### config.mk
export PLATFORM = sky130hd
export DESIGN_NAME = serial_sub_ctrl
export DESIGN_NICKNAME = d
export VERILOG_FILES = /design/src/rtl/serial_arith_pkg.sv /design/src/rtl/fs_cell.sv /design/src/rtl/serial_sub_ctrl.sv
export SDC_FILE = /design/constraint.sdc
export NUM_CORES = 1
export LEC_CHECK = 0
export CORE_MARGIN = 10
export CORE_UTILIZATION = 65
export DETAILED_ROUTE_END_ITERATION = 10
export DONT_BUFFER_PORTS = 1
export PLACE_DENSITY = 0.89
export SLEW_MARGIN = 20
export SYNTH_ARGS = -nofsm -noshare
export SYNTH_HDL_FRONTEND = slang
export SYNTH_HIERARCHICAL = 1
export SYNTH_SLANG_ARGS = --single-unit
### constraint.sdc
create_clock -name clk -period 4.3 [get_ports clk]
set_clock_uncertainty 0.05 [all_clocks]
set_input_delay 0.86 -clock clk [delete_from_list [all_inputs] [get_ports clk]]
set_output_delay 0.86 -clock clk [all_outputs]
set_load 0.02 [all_outputs]
### src/rtl/serial_arith_pkg.sv
// Shared definitions for bit-serial arithmetic controllers.
package serial_arith_pkg;

  typedef enum logic [1:0] {
    StIdle = 2'd0,
    StRun  = 2'd1,
    StDone = 2'd2
  } ser_state_e;

endpackage

### src/rtl/fs_cell.sv
// One-bit full subtractor: d = a - b - bin, bout is the borrow out.
module fs_cell (
  input  logic a,
  input  logic b,
  input  logic bin,
  output logic d,
  output logic bout
);

  assign d    = a ^ b ^ bin;
  assign bout = (~a & b) | (~(a ^ b) & bin);

endmodule

### src/rtl/serial_sub_ctrl.sv
// Bit-serial subtractor: one fs_cell evaluated per cycle, LSB first, over WIDTH RUN cycles.
module serial_sub_ctrl
  import serial_arith_pkg::*;
#(
  parameter int unsigned WIDTH = 8
) (
  input  logic             clk,
  input  logic             rst,
  input  logic             start,
  input  logic [WIDTH-1:0] a,
  input  logic [WIDTH-1:0] b,
  output logic             busy,
  output logic             done,
  output logic [WIDTH-1:0] diff,
  output logic             borrow_out
);

  localparam int unsigned CntW = $clog2(WIDTH);
  localparam logic [CntW-1:0] CntLast = CntW'(WIDTH - 1);

  ser_state_e      state_q, state_d;
  logic [CntW-1:0] cnt_q, cnt_d;
  logic [WIDTH-1:0] a_sh_q, a_sh_d;
  logic [WIDTH-1:0] b_sh_q, b_sh_d;
  logic [WIDTH-1:0] diff_q, diff_d;
  logic            borrow_q, borrow_d;
  logic            busy_q, busy_d;
  logic            done_q, done_d;
  logic            cell_d, cell_bout;

  fs_cell u_fs_cell (
    .a    (a_sh_q[0]),
    .b    (b_sh_q[0]),
    .bin  (borrow_q),
    .d    (cell_d),
    .bout (cell_bout)
  );

  always_comb begin
    state_d  = state_q;
    cnt_d    = cnt_q;
    a_sh_d   = a_sh_q;
    b_sh_d   = b_sh_q;
    diff_d   = diff_q;
    borrow_d = borrow_q;
    busy_d   = busy_q;
    done_d   = done_q;
    unique case (state_q)
      StIdle: begin
        if (start) begin
          state_d  = StRun;
          a_sh_d   = a;
          b_sh_d   = b;
          borrow_d = 1'b0;
          cnt_d    = '0;
          busy_d   = 1'b1;
        end
      end
      StRun: begin
        // Result bits enter at the MSB so the LSB lands at bit 0 after WIDTH shifts.
        diff_d   = {cell_d, diff_q[WIDTH-1:1]};
        a_sh_d   = a_sh_q >> 1;
        b_sh_d   = b_sh_q >> 1;
        borrow_d = cell_bout;
        if (cnt_q == CntLast) begin
          state_d = StDone;
          busy_d  = 1'b0;
          done_d  = 1'b1;
        end else begin
          cnt_d = cnt_q + 1'b1;
        end
      end
      StDone: begin
        state_d = StIdle;
        done_d  = 1'b0;
      end
      default: begin
        state_d = StIdle;
        busy_d  = 1'b0;
        done_d  = 1'b0;
      end
    endcase
  end

  always_ff @(posedge clk) begin
    if (rst) begin
      state_q  <= StIdle;
      cnt_q    <= '0;
      a_sh_q   <= '0;
      b_sh_q   <= '0;
      diff_q   <= '0;
      borrow_q <= 1'b0;
      busy_q   <= 1'b0;
      done_q   <= 1'b0;
    end else begin
      state_q  <= state_d;
      cnt_q    <= cnt_d;
      a_sh_q   <= a_sh_d;
      b_sh_q   <= b_sh_d;
      diff_q   <= diff_d;
      borrow_q <= borrow_d;
      busy_q   <= busy_d;
      done_q   <= done_d;
    end
  end

  assign busy       = busy_q;
  assign done       = done_q;
  assign diff       = diff_q;
  assign borrow_out = borrow_q;

endmodule

==> impl_metrics.py <==
metrics = {
    "run_status": {
        "status": "complete, no violations",
    },
    "setup_path": {
        "endpoint_kind": "primary output",
        "critical_path_class": "reg -> out",
        "critical_path.startpoint_type": "register",
        "worstSetupPathDepth": 0,
        "critPathMaxFanout": 3,
        "worstRegToRegCells": 3,
        "worstPathRequired_ns": 3.39,
        "critical_path_arrival_ns": 0.81,
    },
    "die": {
        "die_w_um": 67.6,
        "start_util_pct": 67.2,
        "fp.dieH_um": 67.6,
        "die-area_um2": 4570,
        "num_io_pins": 30,
        "design.core.area_um2": 2190,
        "row_count": 17,
    },
    "clock_tree": {
        "insertion_delay_ns": 0.32,
        "cts_made_buffers": 5,
        "clk_pin_slew_ns": 0.10,
        "cts.sinks": 32,
        "cts_setup_buffers": 0,
        "cts_hold_buf": 0,
        "post_cts_resized": 0,
        "cts_tree": "built",
        "ctsRootBufferMaster": "clkbuf_4",
        "clk_path_buf_depth": 2,
        "htreeDepth": 2,
    },
    "grt": {
        "grt_use_total_pct": 13.1,
        "antenna_found_initial": 0,
        "grt_pass1_wl_um": 4620,
        "overflow": 0,
        "grt_pass1_vias": 1084,
        "grt_start_max_net_pins": 33,
    },
    "synthesis": {
        "synth_top_area_cell": "dfxtp_1",
        "postSynthAreaPerCell_um2": 9.14,
        "syn_area_um2": 1470,
        "netlist_instances": 161,
        "ys_seq_area_share_pct": 43.5,
        "yosysWarnings": 6,
        "async_reset_ff_share_pct": 0,
        "synth_fp_nets": 183,
        "ys.flop_type": "dfxtp_1",
        "ys_ff_latch": 32,
        "synthTopCellsByCount": "nand2_1 (34), dfxtp_1 (32), nor2_1 (18)",
        "synth_edf_count": 0,
        "synth_top_area_share_pct": 43.5,
        "synth_most_common_cell": "nand2_1",
        "synthTopCellsByArea": "dfxtp_1 (44%), nand2_1 (8.7%), a211oi_2 (8.5%)",
        "synth_cell_types": 28,
    },
    "final_layout": {
        "drive_above_1_share_pct": 20.4,
        "area_delta_synth_final_pct": 0.850,
        "antenna_cells": 0,
        "nNetsFinal": 179,
    },
    "pwr": {
        "total_power_uw": 593,
        "p_per_area_nw_per_um2": 400,
        "p_leak_nw": 0.548,
        "vdd_ir_drop_max_uv": 277,
    },
    "sta": {
        "drv_slew": 0,
        "period_needed_ns": 1.72,
        "worstMarginPinSlew_ns": 0.502,
        "relSlewSlack_pct": 66.4,
        "setup_viol": 0,
        "hold_viol_final": 0,
        "period_share_pct": 39.9,
        "setup_tns_ns": 0,
        "fmax_ghz": 0.583,
        "rsz0062_at_grt": "false",
    },
    "worst_hold_path": {
        "whs_path_depth": 2,
        "holdCritPathClass": "reg -> reg",
    },
    "route": {
        "vias": 1077,
        "route.detailed.drc": 0,
        "firstDrtPassIters": 4,
        "drt_iter0_drc": 93,
        "vias_per_cell": 5.82,
        "wirelength_um": 2890,
        "final_antenna_net_count": 0,
        "avgRoutedWirePerCell_um": 15.6,
    },
    "job": {
        "cap_viol_max_count": 0,
    },
    "placed_design": {
        "routabilityCongestion": 0.675,
        "portBuffers": 0,
        "dp_hpwl_um": 2070,
    },
}
==> through the flow <==
stage	hold WS [ns]	std cells	instance area, um2	setup WS, ns	util, %
after floorplan	0.402	161	1470	2.72	-
after global placement	0.404	178	1420	2.61	64.8
after detailed placement	0.415	178	1420	2.56	64.8
after CTS	0.429	185	1480	2.56	67.7
after global routing	0.458	185	1480	2.55	67.7
final	0.423	185	1480	2.58	67.7
==> cell type report <==
cell class              count  area [um2]
multi-input cells         115         732
fillers                   169         707
flip-flops and latches     32         641
well taps                  28        35.0
clock buffers               7        65.1
inverters                   3        11.3
==> report_power, final <==
part	leakage [nW]	switching (mW)	total (mW)	internal, mW
Combinational	0.248	0.0446	0.0744	0.0299
Clock	0.0374	0.0954	0.188	0.0927
Sequential	0.263	0.0164	0.330	0.314
==> flip-flops by register name (all words and copies together), names as in the netlist <==
name,cells
a_sh_q,8
b_sh_q,8
borrow_out,1
busy,1
cnt_q,3
diff,8
done,1
state_q,2
==> layer usage <==
| metal | wire length, um | track usage [%] |
|---|---|---|
| met4 | 44 | 5.90 |
| met1 | 1090 | 12.6 |
| met5 | 0 | 0 |
| met3 | 211 | 5.29 |
| met2 | 1540 | 24.1 |
==> worst register-to-register path, cell delays in order (launching register included) <==
cell	delay, ns
dfxtp_1	0.52
nand2b_2	0.49
nand2_1	0.14
a311oi_2	0.28
==> placed cells by master, fill, tap and decap left out <==
cell type,instances
nand3_1,3
dfxtp_1,32
clkbuf_8,2
nor3_1,1
fa_1,1
nand2_1,34
a21oi_1,17
nand2b_2,1
nor2b_1,1
inv_1,3
o21ba_4,1
nor3b_1,3
ha_1,2
a211oi_2,10
o21bai_1,1
o21bai_4,1
clkbuf_4,5
a211oi_1,3
nor2_1,18
a21oi_2,10
a22oi_1,3
or3b_1,2
nand2b_1,1
and2b_4,1
a311oi_2,1
==> final timing paths <==
path | start | endpoint | slack (ns)
max | borrow_out | borrow_out | 2.58
min | cnt_q[1] | cnt_q[1] | 0.42
max reg2reg | state_q[1] | a_sh_q[3] | 2.74
min reg2reg | cnt_q[1] | cnt_q[1] | 0.42
==> cells by family after synthesis <==
group                    Yosys count  synth area share (%)
buffers and inverters             14                  6.72
adder cells (fa/ha/maj)            3                  3.06
AND/OR/NAND/NOR                   65                  19.5
flip-flops                        32                  43.5
AO/OA/AOI/OAI                     47                  27.2
No activity file was read; power rests on OpenSTA's default activity.
